### config.mk
export PLATFORM = sky130hd
export DESIGN_NAME = keypad_scan
export DESIGN_NICKNAME = d
export VERILOG_FILES = /design/src/rtl/keypad_scan.sv
export SDC_FILE = /design/constraint.sdc
export NUM_CORES = 1
export LEC_CHECK = 0
export CAP_MARGIN = 20
export CELL_PAD_IN_SITES_DETAIL_PLACEMENT = 0
export CELL_PAD_IN_SITES_GLOBAL_PLACEMENT = 1
export CORE_MARGIN = 2
export CORE_UTILIZATION = 35
export DETAILED_ROUTE_END_ITERATION = 12
export PLACE_DENSITY = 0.65
export SYNTH_ARGS = -nofsm -noshare
export SYNTH_HDL_FRONTEND = slang
export SYNTH_SLANG_ARGS = --single-unit
### constraint.sdc
create_clock -name clk1 -period 4.8 [get_ports clk1]
set_clock_uncertainty 0.05 [all_clocks]
set_input_delay 0.96 -clock clk1 [delete_from_list [all_inputs] [get_ports clk1]]
set_output_delay 0.96 -clock clk1 [all_outputs]
set_load 0.01 [all_outputs]
### src/rtl/keypad_scan.sv
// rtl/keypad_scan.sv - debounced 4x4 matrix keypad scanner with press/hold/release FSM
module keypad_scan #(
   parameter int SCAN_DIV = 50000,
   parameter int DEB_CNT  = 500000
) (
   input  logic       clk1,
   input  logic       rst,
   input  logic [3:0] fil,
   output logic [3:0] col,
   output logic [3:0] num,
   output logic       valid,
   output logic       pressed
);
   localparam int DW = $clog2(SCAN_DIV);
   localparam int BW = $clog2(DEB_CNT);
   localparam logic [DW-1:0] DWELL_LAST = DW'(SCAN_DIV - 1);
   localparam logic [BW-1:0] DEB_LAST   = BW'(DEB_CNT - 1);

   typedef enum logic [1:0] {SCAN, DEBOUNCE, HELD, RELEASE} state_t;

   state_t        state, state_n;
   logic [3:0]    sync1, fs;
   logic [DW-1:0] dwell, dwell_n;
   logic [BW-1:0] deb, deb_n;
   logic [3:0]    cand_fil, cand_fil_n;
   logic [3:0]    col_n, num_n;
   logic          valid_n, pressed_n;
   logic          fs_onehot;

   // Column is frozen while a candidate is debounced, so the live col is the candidate column.
   function automatic logic [3:0] key_code(input logic [3:0] c, input logic [3:0] f);
      logic [3:0] code;
      code = 4'h0;
      case ({c, f})
         8'b0001_0001: code = 4'h1;
         8'b0001_0010: code = 4'h2;
         8'b0001_0100: code = 4'h3;
         8'b0001_1000: code = 4'hA;
         8'b0010_0001: code = 4'h4;
         8'b0010_0010: code = 4'h5;
         8'b0010_0100: code = 4'h6;
         8'b0010_1000: code = 4'hB;
         8'b0100_0001: code = 4'h7;
         8'b0100_0010: code = 4'h8;
         8'b0100_0100: code = 4'h9;
         8'b0100_1000: code = 4'hC;
         8'b1000_0001: code = 4'hE;
         8'b1000_0010: code = 4'h0;
         8'b1000_0100: code = 4'hF;
         8'b1000_1000: code = 4'hD;
         default:      code = 4'h0;
      endcase
      return code;
   endfunction

   assign fs_onehot = (fs != 4'b0000) && ((fs & (fs - 4'd1)) == 4'b0000);

   // Two-flop synchronizer for the asynchronous, bouncing row lines.
   always_ff @(posedge clk1 or posedge rst) begin
      if (rst) begin
         sync1 <= 4'b0000;
         fs    <= 4'b0000;
      end else begin
         sync1 <= fil;
         fs    <= sync1;
      end
   end

   // State, counters and registered outputs.
   always_ff @(posedge clk1 or posedge rst) begin
      if (rst) begin
         state    <= SCAN;
         dwell    <= '0;
         deb      <= '0;
         cand_fil <= 4'b0000;
         col      <= 4'b0001;
         num      <= 4'h0;
         valid    <= 1'b0;
         pressed  <= 1'b0;
      end else begin
         state    <= state_n;
         dwell    <= dwell_n;
         deb      <= deb_n;
         cand_fil <= cand_fil_n;
         col      <= col_n;
         num      <= num_n;
         valid    <= valid_n;
         pressed  <= pressed_n;
      end
   end

   // Next-state logic: scan columns, debounce one press, wait for a debounced release.
   always_comb begin
      state_n    = state;
      dwell_n    = dwell;
      deb_n      = deb;
      cand_fil_n = cand_fil;
      col_n      = col;
      num_n      = num;
      valid_n    = 1'b0;
      pressed_n  = pressed;
      case (state)
         SCAN: begin
            if (dwell == DWELL_LAST) begin
               dwell_n = '0;
               if (fs_onehot) begin
                  cand_fil_n = fs;
                  deb_n      = '0;
                  state_n    = DEBOUNCE;
               end else begin
                  col_n = {col[2:0], col[3]};
               end
            end else begin
               dwell_n = dwell + DW'(1);
            end
         end
         DEBOUNCE: begin
            if (fs == cand_fil) begin
               if (deb == DEB_LAST) begin
                  deb_n     = '0;
                  num_n     = key_code(col, cand_fil);
                  valid_n   = 1'b1;
                  pressed_n = 1'b1;
                  state_n   = HELD;
               end else begin
                  deb_n = deb + BW'(1);
               end
            end else begin
               deb_n   = '0;
               dwell_n = '0;
               col_n   = {col[2:0], col[3]};
               state_n = SCAN;
            end
         end
         HELD: begin
            if (fs == 4'b0000) begin
               deb_n   = '0;
               state_n = RELEASE;
            end
         end
         RELEASE: begin
            if (fs == 4'b0000) begin
               if (deb == DEB_LAST) begin
                  deb_n     = '0;
                  dwell_n   = '0;
                  pressed_n = 1'b0;
                  col_n     = {col[2:0], col[3]};
                  state_n   = SCAN;
               end else begin
                  deb_n = deb + BW'(1);
               end
            end else begin
               deb_n   = '0;
               state_n = HELD;
            end
         end
         default: state_n = SCAN;
      endcase
   end
endmodule

---- After elaboration in Yosys (flattened, before gate mapping) ----
Index checks and enable logic that the tools add are counted.
Widths: inputs -> output; s select.
storage, ports and cells
  output and inout port bits .............. 10
  bits in registers ....................... 59
  word-level logic and storage cells ...... 95
  input bits .............................. 6
cells by class
  add/subtract/negate cells ............... 3
  bitwise gates (word level) .............. 1
  reduce and logical (&&, ||, !) cells .... 14
  muxes and demuxes ....................... 35
  eq/ne operators ......................... 32
operators by type and width
  operator               count
  $mux 19                6
  $pmux 19 s4            1
  $mux 16                4
  $pmux 4 s15            1
  $pmux 16 s3            1
  $eq 8x5->1 const B     4
  $eq 8x6->1 const B     4
  $eq 8x7->1 const B     4
  $eq 8x8->1 const B     3
  $mux 4                 5
  $add 19x1->19 const B  1
  $eq 19x19->1 const B   1
  $ne 2x2->1 const B     9
  $add 16x1->16 const B  1
  $eq 16x16->1 const B   1
  $mux 2                 7
  $pmux 4 s3             1
  $reduce_and 5->1       2
  $reduce_and 3->1       3
  $logic_not 4->1        2
  $pmux 2 s4             1
  $mux 1                 7
  $ne 3x3->1 const B     2
  $reduce_and 6->1       1
  12 further kinds       13

---- Depth between registers and ports, before layout ----
  depth in word-level cells ............... 7
  gate-level depth with buffers ........... 9
  gate-level depth less buffers ........... 7

---- Worst setup path after synthesis ----
No wires, ideal clock.
  path kind ............................... flip-flop to flip-flop
  start ................................... reg dwell[10]
  end ..................................... reg deb[16]
  period minus slack after synthesis ...... 2.374 ns
  stages on the path, launching flop included .. 8
  library setup time ...................... 0.078 ns
  required time ........................... 4.672 ns
  buffers on the path ..................... 1
  slack ................................... 2.426 ns
  arrival ................................. 2.246 ns
  cell sequence ........................... dfrtp_1 > or4b_4 > nor4_4 > or3_1 > buf_6 > nand2_4 > or4_1 > a21oi_1
between the ends
  cells in the longest elaborated chain, start to end .. 3
ends and longest elaborated chain
  what                               line  text
  start, declared                    23    logic [DW-1:0] dwell, dwell_n;
  start signal, assigned             82    dwell <= dwell_n;
  $eq 16x16->1                       104   if (dwell == DWELL_LAST) begin
  $ne 2x2->1 (no source line)        -
  $reduce_and 3->1 (no source line)  -
  end signal, assigned               83    deb <= deb_n;
  end, declared                      24    logic [BW-1:0] deb, deb_n;
No other way between the ends.
A chain may end at the register's enable or synchronous reset.

---- Worst setup path in the final report ----
Ends and elaborated chain as after synthesis.

==> impl_metrics.env <==
export IMPL_status="complete, no violations"
export IMPL_syn_inst=376
export IMPL_core_area_um2=9280
export IMPL_max_vdd_ir_drop_mv=0.125
export IMPL_worstHoldPathType="flop to flop"
export IMPL_syn_avg_cell_area_um2=8.96
export IMPL_hpwl_mm=5.26
export IMPL_r2r_end="deb[16]"
export IMPL_clock_latency_ns=0.34
export IMPL_finalCritPeriodShare=0.580
export IMPL_grt_pass1_wl_mm=13.1
export IMPL_max_cap_violations=0
export IMPL_die_h_um=102
export IMPL_leakagePower_nw=1.59
export IMPL_n_antenna_cell=0
export IMPL_cts_resized_gates=0
export IMPL_cts_tree="built"
export IMPL_grt_max_degree=45
export IMPL_final_nets=392
export IMPL_ios=16
export IMPL_via_per_inst=5.35
export IMPL_startpoint="dwell[10]"
export IMPL_synthArstFlopShare=1.00
export IMPL_die_width_um=102
export IMPL_fin_crit_ns=2.78
export IMPL_grt_setup_unrepaired="no"
export IMPL_wl_mm=7.66
export IMPL_slew_viol_final=0
export IMPL_synth_area_leaders="dfrtp_1, nor2_1, nand2_1"
export IMPL_r2r_cells=6
export IMPL_worst_pin_slew_ns=0.922
export IMPL_crit_arrival_ns=3.01
export IMPL_clkSinkCount=59
export IMPL_grtUsageTotal=0.161
export IMPL_antenna_found_initial=0
export IMPL_yosysTopAreaCell="dfrtp_1"
export IMPL_slew_headroom=0.384
export IMPL_wl_per_cell_um=14.8
export IMPL_die_area_um2=10400
export IMPL_place_gp_congestion=0.814
export IMPL_hold_depth=0
export IMPL_final_area_um2=3790
export IMPL_synth_common_cells="dfrtp_1, nor2_1, nand2_1"
export IMPL_fillerInstances=954
export IMPL_grt_pass1_vias=2552
export IMPL_power_density_nw_per_um2=252
export IMPL_synth_most_common_cell="dfrtp_1"
export IMPL_synth_edf_count=0
export IMPL_post_synth_num_cell_types=55
export IMPL_gr_total_overflow=0
export IMPL_dr_total_vias=2770
export IMPL_placed_area_um2=3610
export IMPL_cts_htree_levels=3
export IMPL_start_util=0.363
export IMPL_finalSetupViolations=0
export IMPL_crit_fanout=17
export IMPL_clockBufferDepth=2
export IMPL_fin_setup_tns_ns=0
export IMPL_holdBufCountCts=0
export IMPL_drt_first_pass_iters=5
export IMPL_synth_nets=384
export IMPL_drc_errors=0
export IMPL_portBuffers=15
export IMPL_fmax_mhz=359
export IMPL_crit_path_end_kind="flop"
export IMPL_drive_gt1_frac=0.0900
export IMPL_synth_ff_type="dfrtp_1"
export IMPL_yosysSeqAreaShare=0.439
export IMPL_ys_ff_latch=59
export IMPL_path_clk_slew_ns=0.08
export IMPL_final_util=0.408
export IMPL_required_ns=5.03
export IMPL_rrSetupSlack_ns=2.02
export IMPL_hold_violations=0
export IMPL_synthesis_area_um2=3370
export IMPL_final_antenna_net_count=0
export IMPL_post_cts_buffers=0
export IMPL_ys_warn_count=0
export IMPL_drt_iter0_markers=128
export IMPL_cts_root_buf="clkbuf_8"
export IMPL_crit_type="flop to flop"
export IMPL_num_rows=35
export IMPL_numCtsBuffers=9
export IMPL_crit_end="deb[16]"
export IMPL_r2r_start="dwell[10]"
export IMPL_synth_top_area_frac=0.431
export IMPL_area_growth_pct=12.5
export IMPL_worst_setup_path_start_kind="flop"
## power breakdown
group / leakage, nW / switching, W / internal [W]
Clock: 0.0925 / 0.000232 / 0.000196
Combinational: 0.713 / 0.0000148 / 0.00000817
Sequential: 0.788 / 0.00000433 / 0.000500
## cells by family after synthesis
logic type / count (synthesis) / share of synthesized area
buffers and inverters: 29 / 0.0364
DFF: 59 / 0.439
AOI/OAI and AO/OA: 78 / 0.149
adders and majority gates: 2 / 0.00743
muxes: 10 / 0.0327
and+or+nand+nor: 174 / 0.273
xor gates and xnor gates: 24 / 0.0624
## placed cells by master (no fill, tap or decap), drive strengths merged, types with 3 or more instances in the layout
master | synthesis | final
nand4 | 11 | 11
xnor2 | 11 | 11
and4 | 5 | 5
or3 | 4 | 4
dfrtp | 58 | 58
nor2b | 7 | 7
nand3 | 21 | 21
clkbuf | 16 | 9
o31ai | 4 | 4
mux2 | 8 | 8
clkdlybuf4s50 | 0 | 15
o21ai | 26 | 26
nor4b | 3 | 3
nor4 | 5 | 5
a22oi | 6 | 6
nor2 | 44 | 44
nand2 | 40 | 40
nor3 | 10 | 10
a31oi | 5 | 5
a21oi | 16 | 16
inv | 9 | 13
a211oi | 4 | 4
xor2 | 13 | 13
a221o | 4 | 4
and3 | 11 | 11
## flip-flops by register name, summed over array words and instances, names as in the netlist
signal / cells
sync1: 4
pressed: 1
cand_fil: 4
state: 2
fs: 4
num: 4
dwell: 16
valid: 1
col: 4
deb: 19
## worst min-delay path by stage
stage                   from  endpoint  slack [ns]
detailed placement  sync1[2]     fs[2]        0.28
finish              sync1[2]     fs[2]        0.30
CTS                 sync1[2]     fs[2]        0.30
global placement    sync1[0]     fs[0]        0.28
global route        sync1[2]     fs[2]        0.33
floorplan           sync1[0]     fs[0]        0.28
## final cells by class
class                           instances  area (um^2)  area share
Multi-Input combinational cell        288         1770       0.467
Sequential cell                        59         1480       0.390
Timing Repair Buffer                   17          165      0.0436
Tap cell                              129          161      0.0426
Clock buffer                            9          124      0.0327
Clock inverter                          7         58.8      0.0155
Inverter                                9         33.8     0.00891
## stage by stage
stage	std cells	power, W	hold slack [ns]	worst slack, ns
final	518	0.000956	0.302	2.02
after detailed placement	502	0.000538	0.285	1.99
after global routing	518	0.00100	0.325	1.73
after global placement	502	0.000538	0.285	1.99
after floorplan	376	0.000528	0.281	2.34
after CTS	518	0.000971	0.305	1.99
## worst max-delay path, cell delays in order (launching register included)
cell and delay, ns:
dfrtp_1 0.43, or4b_4 0.56, nor4_4 0.43, or3_1 0.38
nand2_4 0.20, or4_1 0.53, a21oi_1 0.15
## per-layer routing
layer	global-route usage	wire length (um)	vias up
met1	0.231	3820	1344
met4	0.0523	95	0
met3	0.0369	236	7
li1	-	-	1375
met2	0.240	3510	44
met5	0	0	-
Power figures use the tool's default switching activity.
